### config.mk
export PLATFORM = sky130hd
export DESIGN_NAME = xga_scan_timer
export DESIGN_NICKNAME = d
export VERILOG_FILES = /design/src/rtl/xga_scan_timer.sv
export SDC_FILE = /design/constraint.sdc
export NUM_CORES = 1
export LEC_CHECK = 0
export ABC_CLOCK_PERIOD_IN_PS = 2500
export BUFFER_PORTS_ARGS = -buffer_cell sky130_fd_sc_hd__buf_4
export CAP_MARGIN = 0
export CORE_MARGIN = 3
export CORE_UTILIZATION = 50
export CTS_BUF_LIST = sky130_fd_sc_hd__clkbuf_2
export CTS_CLUSTER_SIZE = 8
export DETAILED_ROUTE_END_ITERATION = 6
export PLACE_DENSITY = 0.76
export SYNTH_ARGS = -nofsm -noshare
export SYNTH_HDL_FRONTEND = slang
export SYNTH_SLANG_ARGS = --single-unit
### constraint.sdc
create_clock -name clk -period 2.5 [get_ports clk]
set_input_delay 0 -clock clk [delete_from_list [all_inputs] [get_ports clk]]
set_output_delay 0 -clock clk [all_outputs]
set_load 0.1 [all_outputs]
### src/rtl/xga_scan_timer.sv
`timescale 1ns/1ps
`default_nettype none
// +------------------------------------------------------------------------+
// | Module      : xga_scan_timer                                           |
// | Description : 1024x768 raster timing generator. x is split into a      |
// |               32-pixel tile and offset; y is carried as a quotient/    |
// |               remainder pair by Y_DIV. Optional frame counter is       |
// |               enabled by defining XGA_SCAN_FRAME_CNT_EN.               |
// | Revision    : 1.0 - initial release                                    |
// +------------------------------------------------------------------------+
module xga_scan_timer #(
  parameter int unsigned H_ACTIVE = 1024,
  parameter int unsigned H_FP     = 24,
  parameter int unsigned H_SYNC   = 136,
  parameter int unsigned H_BP     = 160,
  parameter int unsigned V_ACTIVE = 768,
  parameter int unsigned V_FP     = 3,
  parameter int unsigned V_SYNC   = 6,
  parameter int unsigned V_BP     = 29,
  parameter int unsigned Y_DIV    = 48
) (
  input  logic       clk,
  input  logic       rst_n,
  output logic       hsync,
  output logic       vsync,
  output logic       blank,
  output logic [4:0] x_lo,
  output logic [5:0] x_hi,
  output logic [5:0] y_lo,
  output logic [4:0] y_hi,
  output logic       line_start,
  output logic       frame_start
`ifdef XGA_SCAN_FRAME_CNT_EN
  ,
  output logic [7:0] frame_cnt
`endif
);

  localparam logic [10:0] c_H_ACT      = 11'(H_ACTIVE);
  localparam logic [10:0] c_HS_START   = 11'(H_ACTIVE + H_FP);
  localparam logic [10:0] c_HS_END     = 11'(H_ACTIVE + H_FP + H_SYNC);
  localparam logic [10:0] c_H_LAST     = 11'(H_ACTIVE + H_FP + H_SYNC + H_BP - 1);
  localparam int unsigned c_V_LAST     = V_ACTIVE + V_FP + V_SYNC + V_BP - 1;
  localparam int unsigned c_VS_START   = V_ACTIVE + V_FP;
  localparam int unsigned c_VS_END     = V_ACTIVE + V_FP + V_SYNC;
  localparam logic [4:0]  c_YL_HI      = 5'(c_V_LAST / Y_DIV);
  localparam logic [5:0]  c_YL_LO      = 6'(c_V_LAST % Y_DIV);
  localparam logic [5:0]  c_YDIV_LAST  = 6'(Y_DIV - 1);
  localparam logic [4:0]  c_VA_HI      = 5'(V_ACTIVE / Y_DIV);
  localparam logic [5:0]  c_VA_LO      = 6'(V_ACTIVE % Y_DIV);
  localparam logic [4:0]  c_VS_HI      = 5'(c_VS_START / Y_DIV);
  localparam logic [5:0]  c_VS_LO      = 6'(c_VS_START % Y_DIV);
  localparam logic [4:0]  c_VE_HI      = 5'(c_VS_END / Y_DIV);
  localparam logic [5:0]  c_VE_LO      = 6'(c_VS_END % Y_DIV);

  // Ordering on the (hi, lo) pair stands in for a compare on y itself.
  function automatic logic y_ge(input logic [4:0] hi, input logic [5:0] lo,
                                input logic [4:0] k_hi, input logic [5:0] k_lo);
    return (hi > k_hi) || ((hi == k_hi) && (lo >= k_lo));
  endfunction

  logic [10:0] r_x;
  logic [5:0]  r_y_lo;
  logic [4:0]  r_y_hi;
  logic        r_hsync, r_vsync, r_blank, r_line_start, r_frame_start;

  logic        w_x_wrap;
  logic [10:0] w_x_nxt;
  logic [5:0]  w_y_lo_nxt;
  logic [4:0]  w_y_hi_nxt;
  logic        w_hsync_nxt, w_vsync_nxt, w_blank_nxt, w_line_nxt, w_frame_nxt;

  always_comb begin
    w_x_wrap   = (r_x == c_H_LAST);
    w_x_nxt    = w_x_wrap ? 11'd0 : r_x + 11'd1;
    w_y_lo_nxt = r_y_lo;
    w_y_hi_nxt = r_y_hi;
    if (w_x_wrap) begin
      if ((r_y_hi == c_YL_HI) && (r_y_lo == c_YL_LO)) begin
        w_y_lo_nxt = 6'd0;
        w_y_hi_nxt = 5'd0;
      end else if (r_y_lo == c_YDIV_LAST) begin
        w_y_lo_nxt = 6'd0;
        w_y_hi_nxt = r_y_hi + 5'd1;
      end else begin
        w_y_lo_nxt = r_y_lo + 6'd1;
      end
    end

    // Decoded from next-state so each flag lines up with its x/y.
    w_blank_nxt = (w_x_nxt >= c_H_ACT) || y_ge(w_y_hi_nxt, w_y_lo_nxt, c_VA_HI, c_VA_LO);
    w_hsync_nxt = !((w_x_nxt >= c_HS_START) && (w_x_nxt < c_HS_END));
    w_vsync_nxt = !(y_ge(w_y_hi_nxt, w_y_lo_nxt, c_VS_HI, c_VS_LO) &&
                    !y_ge(w_y_hi_nxt, w_y_lo_nxt, c_VE_HI, c_VE_LO));
    w_line_nxt  = (w_x_nxt == 11'd0);
    w_frame_nxt = w_line_nxt && (w_y_hi_nxt == 5'd0) && (w_y_lo_nxt == 6'd0);
  end

  always_ff @(posedge clk) begin
    if (!rst_n) begin
      r_x           <= 11'd0;
      r_y_lo        <= 6'd0;
      r_y_hi        <= 5'd0;
      r_hsync       <= 1'b1;
      r_vsync       <= 1'b1;
      r_blank       <= 1'b0;
      r_line_start  <= 1'b1;
      r_frame_start <= 1'b1;
    end else begin
      r_x           <= w_x_nxt;
      r_y_lo        <= w_y_lo_nxt;
      r_y_hi        <= w_y_hi_nxt;
      r_hsync       <= w_hsync_nxt;
      r_vsync       <= w_vsync_nxt;
      r_blank       <= w_blank_nxt;
      r_line_start  <= w_line_nxt;
      r_frame_start <= w_frame_nxt;
    end
  end

  assign x_lo        = r_x[4:0];
  assign x_hi        = r_x[10:5];
  assign y_lo        = r_y_lo;
  assign y_hi        = r_y_hi;
  assign hsync       = r_hsync;
  assign vsync       = r_vsync;
  assign blank       = r_blank;
  assign line_start  = r_line_start;
  assign frame_start = r_frame_start;

`ifdef XGA_SCAN_FRAME_CNT_EN
  logic [7:0] r_frame_cnt;

  // Reset-forced frame_start is excluded: reset branch wins.
  always_ff @(posedge clk) begin
    if (!rst_n) begin
      r_frame_cnt <= 8'd0;
    end else if (w_frame_nxt) begin
      r_frame_cnt <= r_frame_cnt + 8'd1;
    end
  end

  assign frame_cnt = r_frame_cnt;
`endif

endmodule
`default_nettype wire

==> impl_metrics.toml <==
[placed_design]
place_inst = 238
place_congestion = 0.871
port_buffers = 28
placed_area_um2 = 1780
dp_hpwl_mm = 2.64

[worst_setup_path]
r2r_slack_ns = 0.03
cpMaxStageDelayCell = "or4_1"
critPathMaxFanout = 8
crit_required_ns = 2.80
cp-start-kind = "flip-flop"
path_cells = "or3_4 -> or4_4 -> buf_4 -> or4_1 -> o22ai_1 -> or3b_1 -> nand4bb_1"
crit_type = "reg -> reg"
critPathCaptureType = "flip-flop"
critPathMaxStageDelay_ns = 0.52
path_buf_inv = 1
arrival_ns = 2.77
crit_family = "simple AND/OR/NAND/NOR gates"

[logic_synthesis]
synth_xor_area_frac = 0.0944
synthCells = 185
synth-warning-count = 0
synth_simple_gate_area_frac = 0.298
muxShareOfSynthArea = 0
synth_top_family_by_area = "simple AND/OR/NAND/NOR gates"
synth_nets = 192
synth_edf_count = 0
synthFlopType = "dfxtp_1"
ys_ff_latch = 27
synth.distinct_cells = 44
synthAdderAreaFrac = 0.0422
syn_area_um2 = 1480
synth_compound_gate_area_share = 0.144
async_flop_share = 0
seq_area_frac_synth = 0.364
synth.avg_cell_area_um2 = 8.02

[cells_and_area]
layout-drive-gt1-share = 0.315
ff_latch_area_um2 = 586
utilization = 0.667
multiInputGateArea_um2 = 895
fill_cells = 239
final_area_um2 = 1860
fin_cells = 247
antenna-diode-count = 0
area_growth_pct = 25.0
nets = 224

[clock_tree]
cts_sinks = 27
clockBufferDepth = 2
insertion_delay_ns = 0.38
cts-root-buf = "clkbuf_2"
htreeDepth = 1
path_clk_slew_ns = 0.27
cts_tree = "built"
cts_buffers = 3

[die]
num_rows = 19
ios = 29
core-area_um2 = 2780
chipWidth_um = 60.5
die_y_um = 60.5
die_area_um2 = 3660
start_util = 0.534

[power_and_ir_drop]
ir_drop_uv = 390
p_per_area_nw_per_um2 = 374
p_leak_nw = 0.738
total_power_mw = 0.694

[global_routing]
grt_use_total = 0.208
grt_pass1_wl_mm = 5.81
grt_overflow = 0
antenna_found_initial = 0
grt_max_degree = 17
grt_pass1_vias = 1288

[detailed_routing]
wl_per_cell_um = 14.5
dr_total_vias = 1422
drc = 0
vias_per_cell = 5.76
drt_iter0_drc = 55
drtPass1Iterations = 5
wirelength_mm = 3.59
antenna_left = 0

[timing]
max-slew-margin-rel = 0.594
totalNegativeSetupSlack_ns = 0
fmax_mhz = 405
finClkSkew_ns = 0.00588
min_period_over_period = 0.988
grt_setup_unrepaired = "yes"
setup_viol = 0
tightest_slew_ns = 0.602
hold_viol_final = 0
period_needed_ns = 2.47
slew_violations = 0

[run_status]
status = "finished clean"

[job]
drv_cap = 0

[worst_hold_path]
hold_path_class = "in -> reg"
## metrics by stage
step / hold slack, ns / setup slack [ns]
2_1_floorplan: 0.0619 / -0.0102
5_1_grt: 0.338 / -0.0155
3_3_place_gp: 0.236 / 0.165
4_1_cts: 0.334 / 0.0357
6_report: 0.361 / 0.0288
3_5_place_dp: 0.234 / 0.0859
## cells in the mapped netlist, types with 2 or more instances
| library cell | instances | area share |
|---|---|---|
| nand3_1 | 10 | 0.034 |
| nor3b_1 | 2 | 0.010 |
| dfxtp_1 | 27 | 0.36 |
| xnor2_1 | 11 | 0.065 |
| buf_2 | 2 | 0.0067 |
| o311ai_0 | 2 | 0.012 |
| nor2_1 | 27 | 0.068 |
| and2_1 | 2 | 0.0084 |
| or4_1 | 2 | 0.010 |
| clkbuf_1 | 6 | 0.015 |
| o21ai_0 | 4 | 0.013 |
| a21oi_1 | 8 | 0.027 |
| a31oi_1 | 3 | 0.013 |
| nand2_1 | 16 | 0.040 |
| or3_1 | 2 | 0.0084 |
| inv_1 | 9 | 0.023 |
| nor4_1 | 2 | 0.0084 |
| nand4b_1 | 2 | 0.012 |
| o22ai_1 | 3 | 0.013 |
| nand2b_1 | 3 | 0.013 |
| nand4_1 | 5 | 0.021 |
| and3_1 | 4 | 0.017 |
| nor3_1 | 4 | 0.013 |
| ha_1 | 5 | 0.042 |
| xor2_1 | 5 | 0.030 |
## per-layer routing
metal | GRT usage | share of wire | vias up
li1 | - | - | 713
met1 | 0.282 | 0.46 | 652
met2 | 0.326 | 0.46 | 52
met3 | 0.0362 | 0.073 | 5
met4 | 0.0898 | 0.011 | 0
met5 | 0 | 0 | -
## sequential cells by signal, summed over array words and instances (netlist names)
register,flops
line_start,1
vsync,1
blank,1
frame_start,1
y_lo,6
r_x,11
y_hi,5
hsync,1
## cell type report
type	count	share of cell area
clock buffers	3	0.00809
repair buffers	37	0.151
inverters	9	0.0182
multi-input cells	139	0.482
flip-flops and latches	27	0.316
well taps	31	0.0209
clock inverters	1	0.00405
## timing repair
item,in CTS,in global routing
buffers inserted,0,4
resized for setup,0,2
hold buffers,1,0
hold endpoints to repair,11,0
endpoints found under the setup margin,0,2
## cells by family after synthesis
| family | Yosys count |
|---|---|
| flops | 27 |
| fa+ha+maj | 5 |
| buf+inv | 19 |
| xor+xnor | 16 |
| compound gates | 32 |
| simple gates | 86 |
## where the power goes
| group | leakage [nW] | switching (mW) | internal [mW] |
|---|---|---|---|
| logic | 0.494 | 0.0592 | 0.0183 |
| registers | 0.231 | 0.00763 | 0.432 |
| clock network | 0.0126 | 0.140 | 0.0370 |
| total | 0.738 | 0.207 | 0.487 |
## placed cells by master, fill, tap and decap left out, types with 7 or more instances in the layout
cell type and n:
buf_4 36, a21oi_1 8, inv_1 9, nand3_1 9
dfxtp_4 8, xnor2_1 11, dfxtp_1 7, dfxtp_2 12
nand2_1 16, nor2_1 27
## tightest hold or removal path, stage by stage
cell and delay [ns]:
dlygate4sd3_1 0.53, buf_4 0.15, nand2_1 0.05
## worst paths after layout
check	end	depth (start not counted)	start
hold reg to reg	r_x[0]	1	r_x[0]
setup / recovery	vsync	7	r_x[6]
hold / removal	line_start	3	rst_n
setup reg to reg	vsync	7	r_x[6]
Power figures use the tool's default switching activity.
